## config.mk

```make
export PLATFORM = sky130hd
export DESIGN_NAME = lighthouse_sync_tx
export DESIGN_NICKNAME = d
export VERILOG_FILES = /design/src/rtl/lighthouse_sync_tx_pkg.sv /design/src/rtl/lighthouse_sync_tx_tick_divider.sv /design/src/rtl/lighthouse_sync_tx.sv
export SDC_FILE = /design/constraint.sdc
export NUM_CORES = 1
export LEC_CHECK = 0
export ABC_AREA = 1
export CAP_MARGIN = 20
export CORE_ASPECT_RATIO = 1.4
export CORE_MARGIN = 4
export CORE_UTILIZATION = 59
export DETAILED_ROUTE_END_ITERATION = 8
export MAX_ROUTING_LAYER = met4
export PLACE_DENSITY = 0.82
export SYNTH_ARGS = -nofsm -noshare
export SYNTH_HDL_FRONTEND = slang
export SYNTH_SLANG_ARGS = --single-unit
```

## constraint.sdc

```tcl
create_clock -name clk -period 3.17 [get_ports clk]
set_clock_uncertainty 0.1 [all_clocks]
set_input_delay 0.634 -clock clk [delete_from_list [all_inputs] [get_ports clk]]
set_output_delay 0.634 -clock clk [all_outputs]
set_load 0.005 [all_outputs]
```

## src/rtl/lighthouse_sync_tx_pkg.sv

```systemverilog
// Shared types for the lighthouse sync pulse transmitter: FSM states,
// the 3-bit {skip,data,axis} pulse code and its field positions.
package lighthouse_sync_tx_pkg;

  typedef enum logic [1:0] {
    ST_IDLE  = 2'd0,
    ST_PULSE = 2'd1,
    ST_GAP   = 2'd2
  } state_e;

  typedef logic [2:0] code_t;

  localparam int CODE_SKIP_BIT = 2;
  localparam int CODE_DATA_BIT = 1;
  localparam int CODE_AXIS_BIT = 0;
  localparam int CODE_MAX      = 7;

  // Number of STEP_WIDTH increments a code adds to the base pulse width.
  function automatic int unsigned code_weight(input code_t code);
    return {29'd0, code[CODE_SKIP_BIT], code[CODE_DATA_BIT], code[CODE_AXIS_BIT]};
  endfunction

endpackage

```

## src/rtl/lighthouse_sync_tx_tick_divider.sv

```systemverilog
// Tick prescaler: one tick every 2^DIV enabled clocks. The counter is
// parked at zero while disabled so the first enabled clock always ticks.
module tick_divider #(
  parameter int DIV = 2
) (
  input  logic clk,
  input  logic rst,
  input  logic en,
  output logic tick
);

  // DIV=0 still gets a one-bit register that simply stays at zero.
  localparam int PW = (DIV > 0) ? DIV : 1;

  logic [PW-1:0] presc_q;

  // Wrapping prescaler, held at zero when disabled or when no division is needed.
  always_ff @(posedge clk) begin
    if (rst || !en || (DIV == 0)) begin
      presc_q <= '0;
    end else begin
      presc_q <= presc_q + 1'b1;
    end
  end

  assign tick = en && (presc_q == '0);

endmodule

```

## src/rtl/lighthouse_sync_tx.sv

```systemverilog
// Lighthouse sync pulse transmitter. Each period emits one pulse whose
// width encodes a 3-bit code; the period length can be trimmed once by
// a clamped signed phase adjustment. Codes arrive through a one-entry
// buffer; an empty buffer at period start falls back to DEFAULT_CODE.
module lighthouse_sync_tx
  import lighthouse_sync_tx_pkg::*;
#(
  parameter int    WIDTH        = 32,
  parameter int    DIV          = 2,
  parameter int    PERIOD       = 1000,
  parameter int    BASE_WIDTH   = 60,
  parameter int    STEP_WIDTH   = 10,
  parameter code_t DEFAULT_CODE = 3'd0
) (
  input  logic             clk,
  input  logic             rst,
  input  logic             en,
  input  logic [2:0]       code_in,
  input  logic             code_valid,
  output logic             code_ready,
  input  logic [15:0]      phase_adj,
  input  logic             phase_adj_valid,
  output logic             pulse_out,
  output logic             frame_start,
  output logic             underrun,
  output logic [WIDTH-1:0] count_out
);

  // The shortest adjusted period must still leave a gap after the widest pulse.
  generate
    if (PERIOD - PERIOD / 4 <= BASE_WIDTH + CODE_MAX * STEP_WIDTH) begin : g_bad_period
      $error("lighthouse_sync_tx: PERIOD too short for widest pulse plus adjustment");
    end
    if (WIDTH < 16) begin : g_bad_width
      $error("lighthouse_sync_tx: WIDTH must hold the 16-bit phase adjustment");
    end
  endgenerate

  localparam logic [WIDTH-1:0]        ONE      = WIDTH'(1);
  localparam logic signed [WIDTH-1:0] ADJ_MAX  = WIDTH'(PERIOD / 4);
  localparam logic signed [WIDTH-1:0] ADJ_MIN  = -ADJ_MAX;
  localparam logic signed [WIDTH-1:0] PERIOD_S = WIDTH'(PERIOD);
  localparam logic signed [WIDTH-1:0] BASE_S   = WIDTH'(BASE_WIDTH);
  localparam logic signed [WIDTH-1:0] STEP_S   = WIDTH'(STEP_WIDTH);

  state_e                   state_q;
  logic [WIDTH-1:0]         count_q;
  logic [WIDTH-1:0]         width_q;
  logic [WIDTH-1:0]         length_q;
  logic                     pulse_q;
  logic                     frame_q;
  logic                     underrun_q;
  logic                     buf_valid_q;
  code_t                    buf_code_q;
  logic signed [WIDTH-1:0]  adj_q;

  logic                     tick;
  logic                     start_period;
  code_t                    load_code;
  logic signed [15:0]       adj_in;
  logic signed [WIDTH-1:0]  adj_ext;
  logic signed [WIDTH-1:0]  adj_clamped_d;
  logic signed [WIDTH-1:0]  width_d;
  logic signed [WIDTH-1:0]  length_d;

  tick_divider #(
    .DIV (DIV)
  ) u_tick_divider (
    .clk  (clk),
    .rst  (rst),
    .en   (en),
    .tick (tick)
  );

  // A period starts on the first tick out of IDLE, or on the last tick of the gap.
  assign start_period = tick &&
                        ((state_q == ST_IDLE) ||
                         ((state_q == ST_GAP) && (count_q == length_q - ONE)));

  assign load_code     = buf_valid_q ? buf_code_q : DEFAULT_CODE;
  assign width_d       = BASE_S + STEP_S * $signed(WIDTH'(code_weight(load_code)));
  assign length_d      = PERIOD_S + adj_q;

  assign adj_in        = phase_adj;
  assign adj_ext       = WIDTH'(adj_in);
  assign adj_clamped_d = (adj_ext > ADJ_MAX) ? ADJ_MAX :
                         (adj_ext < ADJ_MIN) ? ADJ_MIN : adj_ext;

  // Pulse FSM: IDLE until enabled, PULSE for width ticks, GAP until length ticks elapse.
  always_ff @(posedge clk) begin
    if (rst) begin
      state_q    <= ST_IDLE;
      count_q    <= '0;
      width_q    <= '0;
      length_q   <= '0;
      pulse_q    <= 1'b0;
      frame_q    <= 1'b0;
      underrun_q <= 1'b0;
    end else begin
      frame_q    <= 1'b0;
      underrun_q <= 1'b0;
      if (!en) begin
        state_q <= ST_IDLE;
        count_q <= '0;
        pulse_q <= 1'b0;
      end else if (start_period) begin
        state_q    <= ST_PULSE;
        count_q    <= '0;
        pulse_q    <= 1'b1;
        frame_q    <= 1'b1;
        underrun_q <= !buf_valid_q;
        width_q    <= width_d;
        length_q   <= length_d;
      end else if (tick) begin
        case (state_q)
          ST_PULSE: begin
            count_q <= count_q + ONE;
            if (count_q == width_q - ONE) begin
              state_q <= ST_GAP;
              pulse_q <= 1'b0;
            end
          end
          ST_GAP: begin
            count_q <= count_q + ONE;
          end
          default: begin
          end
        endcase
      end
    end
  end

  // Code buffer and pending phase adjustment; both are consumed at period start.
  always_ff @(posedge clk) begin
    if (rst) begin
      buf_valid_q <= 1'b0;
      buf_code_q  <= '0;
      adj_q       <= '0;
    end else begin
      // An accept can only coincide with a start when the buffer was already empty.
      if (code_valid && code_ready) begin
        buf_valid_q <= 1'b1;
        buf_code_q  <= code_in;
      end else if (start_period) begin
        buf_valid_q <= 1'b0;
      end
      // A value captured in the start cycle survives the clear and serves the next period.
      if (phase_adj_valid) begin
        adj_q <= adj_clamped_d;
      end else if (start_period) begin
        adj_q <= '0;
      end
    end
  end

  assign code_ready  = !buf_valid_q;
  assign pulse_out   = pulse_q;
  assign frame_start = frame_q;
  assign underrun    = underrun_q;
  assign count_out   = count_q;

endmodule

```

==> impl_table.tex, run 1 <==
\begin{tabular}{lr}
\hline
Metric & Value \\
\hline
\multicolumn{2}{l}{\textbf{Synth}} \\
\quad Instance count of the mapped netlist & 950 \\
\quad Async set or reset register ratio after synthesis & 0\% \\
\quad Syn Std Cell Area & 6250 µm² \\
\quad Main combinational cell family by area after synthesis & simple AND/OR/NAND/NOR gates \\
\quad Most used flip-flop cell after synthesis & sky130\_fd\_sc\_hd\_\_dfxtp\_1 \\
\quad Number of different library cells in the post-synthesis netlist & 44 \\
\quad Synthesized-area fraction occupied by adder cells & 3.84\% \\
\quad Most common cell in the synthesized netlist & sky130\_fd\_sc\_hd\_\_nand2\_1 \\
\quad Commonest cells in the synthesized netlist & sky130\_fd\_sc\_hd\_\_nand2\_1 (228), sky130\_fd\_sc\_hd\_\_nor2\_1 (136), sky130\_fd\_sc\_hd\_\_dfxtp\_1 (96), sky130\_fd\_sc\_hd\_\_inv\_1 (96), sky130\_fd\_sc\_hd\_\_nand3\_1 (83) \\
\quad Simple-gate share of the synthesized area & 37.5\% \\
\quad Top-area cell type share of the netlist area & 30.7\% \\
\quad Number of synthesized register bits & 96 \\
\quad Largest area contributor in the synthesized netlist & sky130\_fd\_sc\_hd\_\_dfxtp\_1 \\
\quad Share of the synthesized area in compound gates (AO/OA/AOI/OAI) & 9.19\% \\
\quad Top post-synthesis cells by area & sky130\_fd\_sc\_hd\_\_dfxtp\_1 (31\%), sky130\_fd\_sc\_hd\_\_nand2\_1 (14\%), sky130\_fd\_sc\_hd\_\_nor2\_1 (8.2\%) \\
\quad Post-synth EDFFs & 0 \\
\quad Multiplexer area fraction after synthesis & 0\% \\
\quad Synthesized-area fraction occupied by xor and xnor cells & 9.53\% \\
\quad Synthesized area divided by synthesized cell count & 6.58 µm² \\
\quad Fraction of the yosys area taken by sequential cells & 30.7\% \\
\quad Syn nets & 992 \\
\quad Total number of yosys warnings & 0 \\
\multicolumn{2}{l}{\textbf{Worst setup path}} \\
\quad Crit path max fanout & 29 \\
\quad Worst path required time & 3.34 ns \\
\quad Worst reg2reg path endpoint & length\_q[18] \\
\quad Origin of the worst setup path & length\_q[0] \\
\quad Kind of end point of the critical path & flop \\
\quad Path depth of the worst reg2reg path & 16 \\
\quad Largest incremental delay on the critical path & 0.34 ns \\
\quad Critical-path top delay cell & sky130\_fd\_sc\_hd\_\_dfxtp\_1 \\
\quad R2R Setup Slk & 0.35 ns \\
\quad Cell breakdown of the critical path & inv\_1, ha\_2, inv\_1, nor2\_1, nand2\_1, nor2\_1, xor2\_1, inv\_1, nand2\_1, nand3\_1, nor2\_1, nand2\_1, nand2\_2, buf\_12, nand3\_2, a21oi\_1 \\
\quad Endpoint arrival time on the critical path & 2.99 ns \\
\quad Launching point of the worst reg2reg path & length\_q[0] \\
\quad Kind of launch point of the worst setup path & flop \\
\quad Kind of critical path & flop to flop \\
\multicolumn{2}{l}{\textbf{Detailed routing}} \\
\quad Initial detailed-routing violation count & 340 \\
\quad Routed len/inst & 14.5 µm \\
\quad First-pass DRT Iterations & 5 \\
\quad Routed wire length & 16.5 mm \\
\quad Vias per cell & 5.47 \\
\quad Routed Antenna Nets & 0 \\
\quad Vias & 6230 \\
\quad DRC & 0 \\
\multicolumn{2}{l}{\textbf{Min path}} \\
\quad Number of cells on the worst hold path & 1 \\
\quad Min-Delay Startpoint & u\_tick\_divider.presc\_q[0] \\
\quad End point of the most critical hold path & u\_tick\_divider.presc\_q[0] \\
\quad Worst hold path type & flop to flop \\
\multicolumn{2}{l}{\textbf{Timing}} \\
\quad Transition time of the tightest slew-check pin & 0.554 ns \\
\quad Worst hold slack & 0.315 ns \\
\quad RSZ-0062 raised after global routing & false \\
\quad Setup slack after layout & 0.351 ns \\
\quad Final cycle utilization of the critical path & 88.9\% \\
\quad Setup total negative slack & 0 ns \\
\quad Timing-limited maximum frequency & 355 MHz \\
\quad Final Slew Violations & 0 \\
\quad Headroom to the max-slew limit & 63.1\% \\
\quad Number of hold-slack violations in the final timing report & 0 \\
\quad Total setup violations reported at the end of the flow & 0 \\
\quad Period minus WS final & 2.82 ns \\
\multicolumn{2}{l}{\textbf{CTS}} \\
\quad Clock input transition at the sequential cells of the worst setup and hold paths & 0.07 ns \\
\quad Cell chosen for the clock root & sky130\_fd\_sc\_hd\_\_clkbuf\_16 \\
\quad Clock tree from TritonCTS & done \\
\quad CTS Sinks & 96 \\
\quad Worst-case clock buffer depth & 2 \\
\quad TritonCTS Buffers & 9 \\
\quad Post-CTS Repair Setup Buffers & 0 \\
\quad CTS resizes & 0 \\
\quad Number of hold buffers added after CTS & 0 \\
\quad H-tree levels & 3 \\
\quad Clk Latency, worst-skew pair & 0.35 ns \\
\multicolumn{2}{l}{\textbf{Global routing}} \\
\quad Maximum number of pins on one net before global-route repair & 56 \\
\quad All-Layer GR Usage & 28.9\% \\
\quad Overflow left after global routing & 0 \\
\quad Antenna violations before repair & 0 \\
\quad Via count of the first global-routing pass & 5821 \\
\quad Wire length of the first global-routing pass & 27.4 mm \\
\multicolumn{2}{l}{\textbf{Final layout}} \\
\quad End-of-flow core utilization & 70.1\% \\
\quad Final layout net count & 1038 \\
\quad Fraction of layout cells with a size suffix above 1 & 5.29\% \\
\quad Area delta synth->final & 16.1\% \\
\quad Filler cell count in the final layout & 982 \\
\quad Number of antenna cells inserted & 0 \\
\multicolumn{2}{l}{\textbf{Die}} \\
\quad Count of boundary I/O pins & 60 \\
\quad Starting density of the core & 60.4\% \\
\quad Placeable Area & 10300 µm² \\
\quad Die Y & 130 µm \\
\quad Die X-Extent & 95.0 µm \\
\quad Core Rows & 44 \\
\quad Die ar. & 12300 µm² \\
\multicolumn{2}{l}{\textbf{Place}} \\
\quad Port bufs & 59 \\
\quad HPWL reported at the end of detailed placement & 12.8 mm \\
\quad Minimum setup slack after placement & 0.0679 ns \\
\quad Final Wtd Congestion & 0.958 \\
\multicolumn{2}{l}{\textbf{Run status}} \\
\quad Run status & finished clean \\
\multicolumn{2}{l}{\textbf{Power}} \\
\quad VDD IR max & 0.277 mV \\
\quad Cell Pwr Density & 439 nW/µm² \\
\quad Leakage power figure & 3.14 nW \\
\multicolumn{2}{l}{\textbf{Run}} \\
\quad MaxCap Viol Count & 0 \\
\hline
\end{tabular}
==> how the worst max path moves through the flow <==
stage / to / slack, ns / cells past startpoint
global placement: count_out[30] / 0.13 / 15
finish: length_q[18] / 0.35 / 16
global route: length_q[20] / 0.05 / 15
floorplan: adj_q[5] / 0.71 / 19
detailed placement: count_out[30] / 0.07 / 15
CTS: length_q[18] / 0.25 / 15
==> state kept, by name (all words and copies together), names as in the netlist, 2 cells and up <==
name,flops
u_tick_divider.presc_q,2
width_q,7
count_out,32
state_q,2
length_q,31
adj_q,16
buf_code_q,3
==> stage by stage <==
| step | std cells | area (µm²) | power (mW) |
|---|---|---|---|
| 4_1_cts | 1139 | 7250 | 3.19 |
| 3_5_place_dp | 1123 | 6920 | 2.00 |
| 5_1_grt | 1139 | 7260 | 3.36 |
| 3_3_place_gp | 1123 | 6920 | 1.99 |
| 2_1_floorplan | 950 | 6250 | 1.83 |
| 6_report | 1139 | 7260 | 3.18 |
==> layout make-up <==
class                   instances  area, µm²  share of cell area (%)
flip-flops and latches         96       1920                    26.5
clock buffers                  10        239                    3.29
clock inverters                 6       91.3                    1.26
well taps                     138        173                    2.38
repair buffers                 69        698                    9.62
multi-input cells             721       3760                    51.8
inverters                      99        372                    5.12
==> critical path, delay by kind of cell, from the launching register on <==
| family | cells | cell delay (ns) |
|---|---|---|
| AND/OR/NAND/NOR | 9 | 1.05 |
| buffers and inverters | 4 | 0.48 |
| flip-flops | 1 | 0.34 |
| adder cells (fa/ha/maj) | 1 | 0.28 |
| XOR/XNOR | 1 | 0.27 |
| AO/OA/AOI/OAI | 1 | 0.21 |
==> per-layer routing <==
| layer | GRT usage, % | wire length [µm] |
|---|---|---|
| met1 | 31.8 | 6410 |
| met2 | 50.9 | 8550 |
| met3 | 3.98 | 715 |
| met4 | 13.9 | 780 |
| met5 | - | 0 |
==> report_power, final <==
| group | internal, mW | switching, mW |
|---|---|---|
| clock | 0.717 | 0.489 |
| combinational | 0.258 | 0.426 |
| sequential | 1.25 | 0.0471 |
| total | 2.22 | 0.962 |
==> cell usage in the layout (no fill, tap or decap), drive strengths merged, types with 6 or more instances in the layout <==
cell type      synthesis  routed
clkdlybuf4s50          0      58
dfxtp                 96      96
buf                   16      11
nor3                  27      27
xor2                  48      48
xnor2                 20      20
nand3b                 6       6
nand3                 87      87
nand4                 24      24
inv                   98      99
ha                    16      16
a21oi                 74      74
clkbuf                18      10
nand2                232     232
nor4                  10      10
nor2                 143     143
o211ai                 8       8
o21ai                 10      10
==> kinds of logic after synthesis <==
family          after synthesis
buf+inv                     133
flops                        96
xor+xnor                     68
compound gates              103
fa+ha+maj                    18
simple gates                532
(Power assumes the default switching activity.)
==> run 2, diff against run 1 <==
--- a/config.mk
+++ b/config.mk
@@ -15,4 +15,5 @@
 export PLACE_DENSITY = 0.82
 export SYNTH_ARGS = -nofsm -noshare
 export SYNTH_HDL_FRONTEND = slang
+export SYNTH_HIERARCHICAL = 1
 export SYNTH_SLANG_ARGS = --single-unit
==> run 2 against run 1 <==
  * Routed wire length fell by 2.2%
  * Cell count rose by 4.0%
  * Die area rose by 2.9%
  * Hold slack improved by 0.0026 ns
  * Clock power barely moved
  * Utilization rose by 1.2 points
  * Sequential share of layout area fell by 0.59 points
  * Maximum frequency fell by 1.6%
  * Global-route usage fell by 1.3 points
  * Critical path depth fell by 3
  * Critical endpoint is now count_out[25]
  * Largest power group unchanged
==> impl_table.tex, run 2 <==
\begin{tabular}{lr}
\hline
Metric & Value \\
\hline
\multicolumn{2}{l}{\textbf{Run status}} \\
\quad Run status & finished clean \\
\multicolumn{2}{l}{\textbf{Synth}} \\
\quad Syn nets & 1029 \\
\quad Syn Std Cell Area & 6450 µm² \\
\quad Top post-synthesis cells by area & sky130\_fd\_sc\_hd\_\_dfxtp\_1 (30\%), sky130\_fd\_sc\_hd\_\_nand2\_1 (15\%), sky130\_fd\_sc\_hd\_\_nor2\_1 (8.8\%) \\
\quad Top-area cell type share of the netlist area & 30.1\% \\
\quad Number of synthesized register bits & 97 \\
\quad Most common cell in the synthesized netlist & sky130\_fd\_sc\_hd\_\_nand2\_1 \\
\quad Instance count of the mapped netlist & 988 \\
\quad Post-synth EDFFs & 0 \\
\quad Number of different library cells in the post-synthesis netlist & 51 \\
\quad Fraction of the yosys area taken by sequential cells & 30.1\% \\
\quad Synthesized area divided by synthesized cell count & 6.53 µm² \\
\quad Most used flip-flop cell after synthesis & sky130\_fd\_sc\_hd\_\_dfxtp\_1 \\
\quad Commonest cells in the synthesized netlist & sky130\_fd\_sc\_hd\_\_nand2\_1 (255), sky130\_fd\_sc\_hd\_\_nor2\_1 (152), sky130\_fd\_sc\_hd\_\_inv\_1 (126), sky130\_fd\_sc\_hd\_\_dfxtp\_1 (97), sky130\_fd\_sc\_hd\_\_nand3\_1 (51) \\
\quad Largest area contributor in the synthesized netlist & sky130\_fd\_sc\_hd\_\_dfxtp\_1 \\
\quad Total number of yosys warnings & 6 \\
\quad Async set or reset register ratio after synthesis & 0\% \\
\multicolumn{2}{l}{\textbf{Power}} \\
\quad VDD IR max & 0.335 mV \\
\quad Cell Pwr Density & 424 nW/µm² \\
\quad Internal power of the cells & 2.25 mW \\
\quad Power share of the clock group & 37.7\% \\
\quad Combinational cell fraction of total power & 21.4\% \\
\quad Proportion of power drawn by flip-flops and latches & 41.0\% \\
\quad Leakage power figure & 3.31 nW \\
\quad Net switching fraction of the power & 29.3\% \\
\quad Total Power & 3.18 mW \\
\quad Net load switching power & 0.931 mW \\
\multicolumn{2}{l}{\textbf{Detailed routing}} \\
\quad Vias per cell & 5.30 \\
\quad Routed wire length & 16.1 mm \\
\quad Vias & 6282 \\
\quad Routed Antenna Nets & 0 \\
\quad First-pass DRT Iterations & 5 \\
\quad Routed len/inst & 13.6 µm \\
\quad Initial detailed-routing violation count & 261 \\
\quad DRC & 0 \\
\multicolumn{2}{l}{\textbf{Final layout}} \\
\quad Filler cell count in the final layout & 957 \\
\quad Post-route cell area & 7500 µm² \\
\quad Commonest cells after routing, fill and taps aside & sky130\_fd\_sc\_hd\_\_nand2\_1 (255), sky130\_fd\_sc\_hd\_\_nor2\_1 (151), sky130\_fd\_sc\_hd\_\_inv\_1 (126) \\
\quad Most common cell after layout, fill and taps aside & sky130\_fd\_sc\_hd\_\_nand2\_1 \\
\quad Sequential cell area & 1940 µm² \\
\quad Fraction of layout cells with a size suffix above 1 & 6.78\% \\
\quad Number of antenna cells inserted & 0 \\
\quad Final layout net count & 1083 \\
\quad End-of-flow core utilization & 71.3\% \\
\quad Finished Layout Cells & 1185 \\
\quad Area delta synth->final & 16.3\% \\
\quad Multi-input combinational cell area & 3840 µm² \\
\multicolumn{2}{l}{\textbf{Die}} \\
\quad Die Y & 132 µm \\
\quad Count of boundary I/O pins & 60 \\
\quad Die ar. & 12700 µm² \\
\quad Die X-Extent & 96.4 µm \\
\quad Starting density of the core & 61.3\% \\
\quad Core Rows & 44 \\
\quad Placeable Area & 10500 µm² \\
\multicolumn{2}{l}{\textbf{Global routing}} \\
\quad Overflow left after global routing & 0 \\
\quad Via count of the first global-routing pass & 5938 \\
\quad Maximum number of pins on one net before global-route repair & 49 \\
\quad Antenna violations before repair & 0 \\
\quad All-Layer GR Usage & 27.6\% \\
\quad Wire length of the first global-routing pass & 27.4 mm \\
\multicolumn{2}{l}{\textbf{CTS}} \\
\quad Post-CTS Repair Setup Buffers & 0 \\
\quad Clock input transition at the sequential cells of the worst setup and hold paths & 0.07 ns \\
\quad Worst-case clock buffer depth & 2 \\
\quad Cell chosen for the clock root & sky130\_fd\_sc\_hd\_\_clkbuf\_16 \\
\quad H-tree levels & 3 \\
\quad Number of hold buffers added after CTS & 0 \\
\quad Clock tree from TritonCTS & done \\
\quad TritonCTS Buffers & 9 \\
\quad CTS resizes & 0 \\
\quad CTS Sinks & 97 \\
\quad Clk Latency, worst-skew pair & 0.35 ns \\
\multicolumn{2}{l}{\textbf{Worst setup path}} \\
\quad Kind of critical path & input port to flop \\
\quad Launching point of the worst reg2reg path & length\_q[0] \\
\quad Endpoint arrival time on the critical path & 3.00 ns \\
\quad Worst path required time & 3.31 ns \\
\quad Critical-path top delay cell & sky130\_fd\_sc\_hd\_\_clkdlybuf4s50\_1 \\
\quad Origin of the worst setup path & en \\
\quad Cell breakdown of the critical path & clkdlybuf4s50\_1, nand2\_1, inv\_1, nand2\_1, nor2\_1, nand4\_1, nor3b\_2, and3\_1, nand4\_1, nor2\_1, nand4\_1, nand3\_1, a21oi\_1 \\
\quad Kind of end point of the critical path & flop \\
\quad Kind of launch point of the worst setup path & input port \\
\quad Most common cell on crit path & sky130\_fd\_sc\_hd\_\_nand4\_1 \\
\quad Crit path max-delay family & simple AND/OR/NAND/NOR gates \\
\quad Combined buffer and inverter count along the critical path & 2 \\
\quad Crit path max fanout & 4 \\
\quad Largest incremental delay on the critical path & 0.47 ns \\
\multicolumn{2}{l}{\textbf{Place}} \\
\quad Number of placed instances, taps included & 1169 \\
\quad Final Wtd Congestion & 0.947 \\
\quad Port bufs & 59 \\
\quad HPWL reported at the end of detailed placement & 12.7 mm \\
\quad Post-detailed-placement cell area & 7140 µm² \\
\multicolumn{2}{l}{\textbf{Timing}} \\
\quad RSZ-0062 raised after global routing & false \\
\quad Timing-limited maximum frequency & 349 MHz \\
\quad Final Slew Violations & 0 \\
\quad Final cycle utilization of the critical path & 90.3\% \\
\quad Total setup violations reported at the end of the flow & 0 \\
\quad Number of hold-slack violations in the final timing report & 0 \\
\quad Setup total negative slack & 0 ns \\
\quad Transition time of the tightest slew-check pin & 0.624 ns \\
\quad Period minus WS final & 2.86 ns \\
\quad Headroom to the max-slew limit & 58.4\% \\
\multicolumn{2}{l}{\textbf{Min path}} \\
\quad Min-Delay Startpoint & u\_tick\_divider/presc\_q[0] \\
\quad Worst hold path type & flop to flop \\
\multicolumn{2}{l}{\textbf{Run}} \\
\quad MaxCap Viol Count & 0 \\
\hline
\end{tabular}
-- run 2: changes by cell type in the layout (fill, tap and decap cells not counted), sizes merged, moves of 5 or more --
cell,delta
nand2,+32
nand3,-34
nor3,-5
nand4,+14
a21oi,-24
inv,+29
buf,+5
nor2,+21
xor2,-11
o21ai,+5
-- run 2: through the flow --
step           hold WS (ns)  worst slack (ns)
4_1_cts               0.321             0.244
3_5_place_dp          0.311            0.0583
6_report              0.318             0.306
5_1_grt               0.356            0.0210
2_1_floorplan         0.291             0.713
3_3_place_gp          0.301            0.0787
-- run 2: metal layers --
layer  GRT usage, %  vias up  part of all wire [%]
li1               -     3237                     -
met1           30.1     2842                    39
met2           47.8      151                    52
met3           4.75       52                   4.2
met4           12.6        0                   4.8
met5              -        -                     0
-- run 2: path summary, 6_finish.rpt --
path	slack, ns	cells after the start	to
min	0.32	1	u_tick_divider/presc_q[0]
max reg2reg	0.41	20	length_q[3]
min reg2reg	0.32	1	u_tick_divider/presc_q[0]
max	0.31	13	count_out[25]
-- run 2: cells by family (layout without fill, tap and decap cells) --
group | count (synthesis) | after routing | share of synthesized area, %
compound gates | 85 | 85 | 7.43
xor+xnor | 62 | 62 | 8.75
fa+ha+maj | 17 | 17 | 3.53
buf+inv | 163 | 222 | 10.7
flops | 97 | 97 | 30.1
simple gates | 564 | 564 | 39.5
-- run 2: layout make-up --
cell class                 instances  area share, %
clock buffer                      11           3.37
clock inverter                     5           1.03
inverter                         131           6.57
multi-input combinational        728           51.3
sequential                        97           25.9
tap                              138           2.30
timing repair buffer              75           9.57
-- run 2: power groups by stage --
stage	clock, mW	sequential, mW	combinational [mW]
6_report	1.20	1.30	0.679
5_1_grt	1.26	1.31	0.787
4_1_cts	1.22	1.30	0.674
3_5_place_dp	0	1.33	0.668
3_3_place_gp	0	1.33	0.659
2_1_floorplan	0	1.32	0.537
